==> config.mk <==
export PLATFORM = sky130hd
export DESIGN_NAME = issue_scoreboard
export DESIGN_NICKNAME = d
export VERILOG_FILES = /design/src/rtl/issue_scoreboard_pkg.sv /design/src/rtl/issue_scoreboard_sat_counter.sv /design/src/rtl/issue_scoreboard.sv
export SDC_FILE = /design/constraint.sdc
export NUM_CORES = 1
export LEC_CHECK = 0
export BUFFER_PORTS_ARGS = -buffer_cell sky130_fd_sc_hd__buf_2
export CORE_MARGIN = 10
export CORE_UTILIZATION = 30
export DETAILED_ROUTE_END_ITERATION = 10
export SETUP_SLACK_MARGIN = 0.15
export SLEW_MARGIN = 20
export SYNTH_ARGS = -nofsm -noshare
export SYNTH_HDL_FRONTEND = slang
export SYNTH_SLANG_ARGS = --single-unit
export TNS_END_PERCENT = 50
==> constraint.sdc <==
create_clock -name clk -period 7.7 [get_ports clk]
set_input_delay 0.385 -clock clk [delete_from_list [all_inputs] [get_ports clk]]
set_output_delay 0.385 -clock clk [all_outputs]
set_load 0.1 [all_outputs]
==> src/rtl/issue_scoreboard_pkg.sv <==
// Shared processor definitions for the issue scoreboard, forwarding and hazard logic.
package issue_scoreboard_pkg;

  localparam int unsigned ARCH_NREG = 32;
  localparam int unsigned REG_IDX_W = 5;

  typedef enum logic [1:0] {
    ST_RUN   = 2'd0,
    ST_STALL = 2'd1,
    ST_DRAIN = 2'd2
  } sb_state_e;

  // One-hot mask for a register index; index 0 never produces a bit.
  function automatic logic [ARCH_NREG-1:0] reg_mask(input logic [REG_IDX_W-1:0] idx);
    logic [ARCH_NREG-1:0] m;
    m = '0;
    if (idx != '0) m[idx] = 1'b1;
    return m;
  endfunction

endpackage

==> src/rtl/issue_scoreboard_sat_counter.sv <==
// Saturating up-counter used for the stall-cycle statistic.
module issue_scoreboard_sat_counter #(
  parameter int unsigned WIDTH = 16
) (
  input  logic             clk,
  input  logic             rst,
  input  logic             inc_i,
  output logic [WIDTH-1:0] cnt_o
);

  logic [WIDTH-1:0] cnt_q;
  logic [WIDTH-1:0] cnt_d;

  // Hold at all-ones instead of wrapping.
  always_comb begin
    cnt_d = cnt_q;
    if (inc_i && (cnt_q != '1)) cnt_d = cnt_q + WIDTH'(1);
  end

  always_ff @(posedge clk) begin
    if (rst) cnt_q <= '0;
    else     cnt_q <= cnt_d;
  end

  assign cnt_o = cnt_q;

endmodule

==> src/rtl/issue_scoreboard.sv <==
// In-order issue scoreboard: tracks in-flight register writes, stalls RAW hazards
// and drains the pipeline after a flush.
module issue_scoreboard
  import issue_scoreboard_pkg::*;
#(
  parameter int unsigned NREG  = ARCH_NREG,
  parameter int unsigned CNT_W = 16
) (
  input  logic                 clk,
  input  logic                 rst,
  input  logic                 id_valid,
  input  logic [REG_IDX_W-1:0] id_rs1,
  input  logic [REG_IDX_W-1:0] id_rs2,
  input  logic [REG_IDX_W-1:0] id_rd,
  input  logic                 id_regwrite,
  input  logic                 wb_valid,
  input  logic                 wb_regwrite,
  input  logic [REG_IDX_W-1:0] wb_rd,
  input  logic                 flush,
  output logic                 issue,
  output logic                 stall,
  output logic [NREG-1:0]      sb_pending,
  output logic [CNT_W-1:0]     stall_cnt,
  output logic                 sb_err
);

  sb_state_e       state_q, state_d;
  logic [NREG-1:0] pending_q, pending_d;
  logic            err_q, err_d;

  logic            clr;
  logic [NREG-1:0] clr_mask;
  logic [NREG-1:0] set_mask;
  logic [NREG-1:0] eff;
  logic            rs1_busy;
  logic            rs2_busy;
  logic            hazard;

  // Write-back writes through the register file, so a retiring register is not a hazard.
  assign clr      = wb_valid & wb_regwrite & (wb_rd != '0);
  assign clr_mask = clr ? NREG'(reg_mask(wb_rd)) : '0;
  assign eff      = pending_q & ~clr_mask;
  assign rs1_busy = (id_rs1 != '0) & eff[id_rs1];
  assign rs2_busy = (id_rs2 != '0) & eff[id_rs2];
  assign hazard   = id_valid & (rs1_busy | rs2_busy);

  always_ff @(posedge clk) begin
    if (rst) state_q <= ST_RUN;
    else     state_q <= state_d;
  end

  // Flush wins over everything; DRAIN exits once the scoreboard empties.
  always_comb begin
    state_d = state_q;
    if (flush) begin
      state_d = ST_DRAIN;
    end else begin
      unique case (state_q)
        ST_RUN:   if (hazard)             state_d = ST_STALL;
        ST_STALL: if (!hazard)            state_d = ST_RUN;
        ST_DRAIN: if (pending_d == '0)    state_d = ST_RUN;
        default:                          state_d = ST_RUN;
      endcase
    end
  end

  always_comb begin
    issue = 1'b0;
    stall = 1'b0;
    if (!rst && !flush) begin
      if (state_q == ST_DRAIN) begin
        stall = 1'b1;
      end else begin
        issue = id_valid & ~hazard;
        stall = hazard;
      end
    end
  end

  // Set after clear so a same-cycle set of the same index wins.
  always_comb begin
    set_mask  = (issue & id_regwrite) ? NREG'(reg_mask(id_rd)) : '0;
    pending_d = (pending_q & ~clr_mask) | set_mask;
    err_d     = err_q | (clr & ~pending_q[wb_rd]);
  end

  always_ff @(posedge clk) begin
    if (rst) begin
      pending_q <= '0;
      err_q     <= 1'b0;
    end else begin
      pending_q <= pending_d;
      err_q     <= err_d;
    end
  end

  issue_scoreboard_sat_counter #(
    .WIDTH(CNT_W)
  ) u_stall_cnt (
    .clk   (clk),
    .rst   (rst),
    .inc_i (stall),
    .cnt_o (stall_cnt)
  );

  assign sb_pending = pending_q;
  assign sb_err     = err_q;

endmodule

==> results.toml, run 1 <==
[setup_path]
worst-path-max-fanout = 31
critPathRequiredTime_ns = 7.32
worst_setup_path_end_kind = "output pin"
worst_path_arrival_time_ns = 3.86
criticalPathCategory = "input pin to output pin"
critical_path.startpoint_type = "input pin"

[synth]
synthTopCellsByArea = "dfxtp_1 (28%), mux4_2 (6.7%), o22ai_1 (4.9%), nand4_1 (3.2%), o21ai_0 (3.1%)"
postSynthRegisterBits = 51
synth_top_flop_cell = "dfxtp_1"
synthesis.area_per_instance_um2 = 8.589
mappedNetlistNets = 457
synth_edf_count = 0
synth_top_area_cell = "dfxtp_1"
ys.warnings.count = 0
sequential_fraction_of_the_synthesis_area_pct = 27.71
post_synth_inst_count = 429
postSynth.asyncResetShare_pct = 0
syn-cell-area_um2 = 3685
yosysTopAreaCellShare_pct = 27.71
synth.lib_cells_used.distinct = 68

[cts]
clock_tree.root_cell = "clkbuf_16"
cts-resized-gates = 0
cts.sinks = 51
clock_buffers_created_by_tritoncts = 5
worstSkewPairLatency_ns = 0.29
post_cts_hold_buffer_count = 0
tritoncts = "yes"
postCtsSetupRepairBufs = 0
buffers_from_clock_root_to_sink_at_most = 2
clkTransAtPathRegs_ns = 0.07
cts_h_tree_depth = 2

[finish]
layout_common_cells = "buf_2 (77), dfxtp_1 (51), o22ai_1 (29)"
postLayoutCoreUtil_pct = 35.51
final-instance-count-excl-fill = 628
layout-drive-gt1-share_pct = 24.32
layout-area-overhead-vs-synth_pct = 15.76
antenna_cells = 0
final_common_cell = "buf_2"
nets = 508
final_area_um2 = 4265

[die]
ioPinCount = 78
die_w_um = 130.8
floorplan.rows = 40
die_area_um2 = 17120
floorplan.initialDensity_pct = 30.68
core-area_um2 = 12010
floorplan.die.height_um = 130.8

[sta]
remaining_max_slew_budget_at_the_tightest_pin_pct = 39.18
clock-skew-final_ns = 0.007804
rsz0062_at_grt = "false"
final-max-slew-violation-count = 0
summed_negative_setup_slack_over_all_endpoints_ns = 0
final-hold-violation-count = 0
report.final.setup_viol = 0
final.period_utilization_pct = 55.09
finalWorstPathRequiredPeriod_ns = 4.242
fmaxAchievable_mhz = 235.8
worst-slew-pin-transition_ns = 0.9006

[grt]
overflow = 0
grt_start_max_net_pins = 47
first_global_vias = 3953
grt_util_all_layers_pct = 15.98
global_route_wire_length_before_repair_mm = 21.93
number_of_antenna_violations_at_the_first_check_in_global_routing = 0

[placement]
placed_cells_incl_taps = 620
port_buffers = 77
place.gp.congestion = 0.9312
place_hpwl_mm = 10.45
dpl_cell_area_um2 = 4088

[worst_hold_path]
holdCritPathClass = "input pin to flop"

[drt]
route.final.wire_length_mm = 13.87
via_per_inst = 6.393
detail_route.drc_violations = 0
drt.antenna.violating_nets = 0
via_count = 4015
drt_first_iter_violations = 396
wl_per_cell_um = 22.09
drt-pass1-iter-count = 5

[flow_run]
maxCapViolations = 0

[power_and_ir_drop]
report.power.total_mw = 0.6347
power.leakage_nw = 1.556
worst_ir_drop_vdd_mv = 0.09118
p_per_area_nw_per_um2 = 148.8

[status]
status = "complete, no violations"
==> per-stage QoR <==
stage	hold slack, ns	setup WS, ns
3_5_place_dp	0.4165	3.602
3_3_place_gp	0.4037	3.696
2_1_floorplan	0.3909	3.151
5_1_grt	0.3749	3.228
6_report	0.3615	3.458
4_1_cts	0.3571	3.527
==> area by class of cell <==
type / instances / area (um2)
Clock inverter: 2 / 38.79
Tap cell: 147 / 183.9
Timing Repair Buffer: 79 / 400.4
Fill cell: 1268 / 7746
Sequential cell: 51 / 1021
Clock buffer: 6 / 138.9
Multi-Input combinational cell: 330 / 2434
Inverter: 13 / 48.80
==> synth_stat cells, drive strengths merged, types with 8 or more instances <==
| cell type | instances |
|---|---|
| o22ai | 29 |
| o31ai | 12 |
| nor2 | 20 |
| clkbuf | 14 |
| nand3 | 10 |
| mux4 | 11 |
| a21oi | 14 |
| buf | 21 |
| nor3 | 10 |
| dfxtp | 51 |
| nand2 | 22 |
| o21ai | 28 |
| nor2b | 14 |
| nand4 | 20 |
| nand2b | 10 |
| inv | 13 |
| o21a | 8 |
| o211ai | 15 |
| o41ai | 9 |
==> routing by layer <==
metal / global-route usage (%) / wire (um)
met1: 20.75 / 5763
met2: 24.74 / 6357
met5: 0 / 0
met3: 3.828 / 1384
met4: 6.802 / 367
==> cells by family after synthesis <==
kind of cell / synth area share (%)
mux: 9.508
fa+ha+maj: 0.3395
xor+xnor: 0.7132
flops: 27.71
simple gates: 26.38
compound gates: 29.10
buf+inv: 6.248
==> critical path, cell delays in order <==
cell and delay, ns:
buf_2 0.41, nand4b_1 0.48, o21ai_0 0.33, mux4_2 0.54, and3_1 0.21, a311oi_2 0.52, nor4_4 0.10, buf_4 0.26
nor2b_1 0.16, buf_2 0.45
==> power breakdown <==
group,total (mW),switching (mW),internal [mW]
logic,0.101,0.0727,0.0278
clock network,0.268,0.104,0.164
registers,0.266,0.00128,0.265
==> flip-flops by register name, indices dropped and copies added, names as in the netlist <==
signal             flops
state_q                2
u_stall_cnt.cnt_o     16
sb_pending            32
sb_err                 1
==> path summary, 6_finish.rpt <==
path / start / endpoint / slack (ns) / cells after the start
max: wb_rd[0] / stall / 3.46 / 10
min: id_valid / state_q[0] / 0.36 / 3
max reg2reg: sb_pending[24] / u_stall_cnt.cnt_o[7] / 4.60 / 9
min reg2reg: state_q[1] / state_q[0] / 0.42 / 1
Note: power is estimated with default switching activity, not from simulation.
==> run 2: changes to the inputs <==
--- a/config.mk
+++ b/config.mk
@@ -5,6 +5,7 @@
 export SDC_FILE = /design/constraint.sdc
 export NUM_CORES = 1
 export LEC_CHECK = 0
+export ABC_AREA = 1
 export BUFFER_PORTS_ARGS = -buffer_cell sky130_fd_sc_hd__buf_2
 export CORE_MARGIN = 10
 export CORE_UTILIZATION = 30
==> constraint.sdc (replaced) <==
create_clock -name clk -period 4.2 [get_ports clk]
set_input_delay 0.21 -clock clk [delete_from_list [all_inputs] [get_ports clk]]
set_output_delay 0.21 -clock clk [all_outputs]
set_load 0.1 [all_outputs]
==> results.toml, run 2 <==
[synth]
synth.lib_cells_used.distinct = 43
syn-cell-area_um2 = 3953
postSynthRegisterBits = 51
synth_top_flop_cell = "dfxtp_1"
yosysTopAreaCellShare_pct = 25.83
synth_top_area_cell = "dfxtp_1"
synthTopCellsByArea = "dfxtp_1 (26%), nand2_1 (15%), nand3_1 (9.5%), nor2_1 (8.5%), a21oi_1 (7.2%)"
sequential_fraction_of_the_synthesis_area_pct = 25.83
ys_top_cells_by_count = "nand2_1 (156), nor2_1 (90), nand3_1 (75)"
post_synth_inst_count = 653
ys.warnings.count = 0
synthesis.area_per_instance_um2 = 6.053
yosysMostFrequentCell = "nand2_1"
postSynth.asyncResetShare_pct = 0
synth_edf_count = 0
mappedNetlistNets = 681

[drt]
wl_per_cell_um = 16.44
route.final.wire_length_mm = 14.57
drt-pass1-iter-count = 6
drt_first_iter_violations = 474
via_per_inst = 5.236
drt.antenna.violating_nets = 0
detail_route.drc_violations = 0
via_count = 4639

[power_and_ir_drop]
power.share.switching_pct = 33.13
p_per_area_nw_per_um2 = 249.7
cell_internal_pwr_mw = 0.7620
power.leakage_nw = 2.035
report.power.total_mw = 1.140
clock_power_share_pct = 39.6
p_switching_mw = 0.3776
power.combinational.fraction_pct = 17.5
worst_ir_drop_vdd_mv = 0.1372
seq_power_share_pct = 42.9

[sta]
final-hold-violation-count = 0
final-max-slew-violation-count = 0
worst-slew-pin-transition_ns = 0.7883
finalWorstPathRequiredPeriod_ns = 3.134
summed_negative_setup_slack_over_all_endpoints_ns = 0
fin_hold_ws_ns = 0.1498
rsz0062_at_grt = "false"
final.period_utilization_pct = 74.62
fmaxAchievable_mhz = 319.1
remaining_max_slew_budget_at_the_tightest_pin_pct = 47.22
report.final.setup_viol = 0
clock-skew-final_ns = 0.01233

[setup_path]
cp-endpoint = "stall"
critical_path_cell_count = 18
crit_start = "wb_rd[0]"
worst-r2r-cell-count = 16
worst-path-max-fanout = 20
crit-reg2reg-capture = "u_stall_cnt.cnt_o[8]"
cells_along_the_critical_path = "buf_2, nor2_4, nand3_2, nand3_1, nand2_1, nand2_1, nand2_1, nor2_1, nand2_1, nand2_1, nand2_1, nand2_1, nand2_1, nand2_2, o21ai_2, o21ai_2, and2_1, buf_2"
worst_path_arrival_time_ns = 2.92
rr_startpoint = "sb_pending[2]"
worst_setup_path_end_kind = "output pin"
critical_path.startpoint_type = "input pin"
r2r_setup_slack_ns = 1.64
crit_path_frequent_cell = "nand2_1"
cpMaxStageDelayCell = "buf_2"
critPathRequiredTime_ns = 3.99
cp_slowest_stage_delay_ns = 0.44
cp_top_family = "simple AND/OR/NAND/NOR gates"
cp_num_buf_inv = 2
criticalPathCategory = "input pin to output pin"

[die]
ioPinCount = 78
core-area_um2 = 12770
floorplan.die.height_um = 134.8
die_w_um = 134.8
die_area_um2 = 18170
floorplan.initialDensity_pct = 30.94
floorplan.rows = 41

[grt]
grt_start_max_net_pins = 42
first_global_vias = 4328
global_route_wire_length_before_repair_mm = 23.51
grt_util_all_layers_pct = 16.00
overflow = 0
number_of_antenna_violations_at_the_first_check_in_global_routing = 1

[finish]
layout-drive-gt1-share_pct = 16.81
largest_register_ffs = 32
nets = 741
layout_common_cells = "nand2_1 (156), nor2_1 (90), buf_2 (77)"
layout-area-overhead-vs-synth_pct = 15.48
postLayoutCoreUtil_pct = 35.73
final-instance-count-excl-fill = 886
final_common_cell = "nand2_1"
antenna_cells = 0

[cts]
buffers_from_clock_root_to_sink_at_most = 2
clock_buffers_created_by_tritoncts = 5
post_cts_hold_buffer_count = 0
cts_h_tree_depth = 2
tritoncts = "yes"
postCtsSetupRepairBufs = 0
clkTransAtPathRegs_ns = 0.08
cts-resized-gates = 0
cts.sinks = 51
worstSkewPairLatency_ns = 0.32
clock_tree.root_cell = "clkbuf_16"

[flow_run]
maxCapViolations = 0

[placement]
place.gp.congestion = 0.9547
placed_cells_incl_taps = 878
port_buffers = 77
place_hpwl_mm = 11.56

[worst_hold_path]
hold_path.startpoint = "flush"
holdCritPathClass = "input pin to flop"

[status]
status = "complete, no violations"
run 2: tightest hold or removal path: cells and delay by family:
kind                   cells  cell delay (ns)
AOI/OAI and AO/OA          1             0.05
buffers and inverters      2             0.16
run 2: cells by family (layout without fill, tap and decap cells):
| kind of cell | count (synthesis) | in the layout | share of synthesized area [%] |
|---|---|---|---|
| DFF | 51 | 51 | 25.83 |
| adders and majority gates | 1 | 1 | 0.3165 |
| xor gates and xnor gates | 2 | 2 | 0.4433 |
| AOI/OAI and AO/OA | 98 | 98 | 14.21 |
| buffers and inverters | 92 | 153 | 10.22 |
| and+or+nand+nor | 409 | 409 | 48.97 |
run 2: per-stage QoR:
stage | cell area [um2] | setup slack [ns]
2_1_floorplan | 3953 | 0.3706
5_1_grt | 4564 | 0.7694
4_1_cts | 4564 | 1.109
6_report | 4564 | 1.066
3_3_place_gp | 4413 | 0.8679
3_5_place_dp | 4413 | 0.8013
run 2: cell type report:
class	instances	area [um2]
clock inverters	3	26.28
flip-flops and latches	51	1021
multi-input cells	510	2527
fillers	1439	8209
clock buffers	5	125.1
well taps	172	215.2
repair buffers	79	400.4
inverters	66	249.0
run 2: worst min path at each step:
stage	slack, ns	depth (start not counted)	to
floorplan	0.34	2	state_q[1]
global placement	0.42	1	state_q[0]
global route	0.19	3	state_q[1]
CTS	0.14	3	state_q[1]
finish	0.15	3	state_q[1]
detailed placement	0.42	1	state_q[0]
run 2: metal layers:
| layer | vias to the layer above | wire [um] | global-route usage, % |
|---|---|---|---|
| met3 | 30 | 1395 | 4.488 |
| met2 | 229 | 6500 | 24.92 |
| met1 | 2068 | 6409 | 20.62 |
| li1 | 2312 | - | - |
| met5 | - | 0 | 0 |
| met4 | 0 | 263 | 5.502 |
run 2: power by group through the flow:
stage               Combinational (mW)  Clock (mW)  Sequential, mW
finish                           0.200       0.452           0.488
global route                     0.221       0.477           0.489
CTS                              0.197       0.465           0.489
detailed placement               0.196           0           0.500
global placement                 0.197           0           0.500
floorplan                        0.136           0           0.516
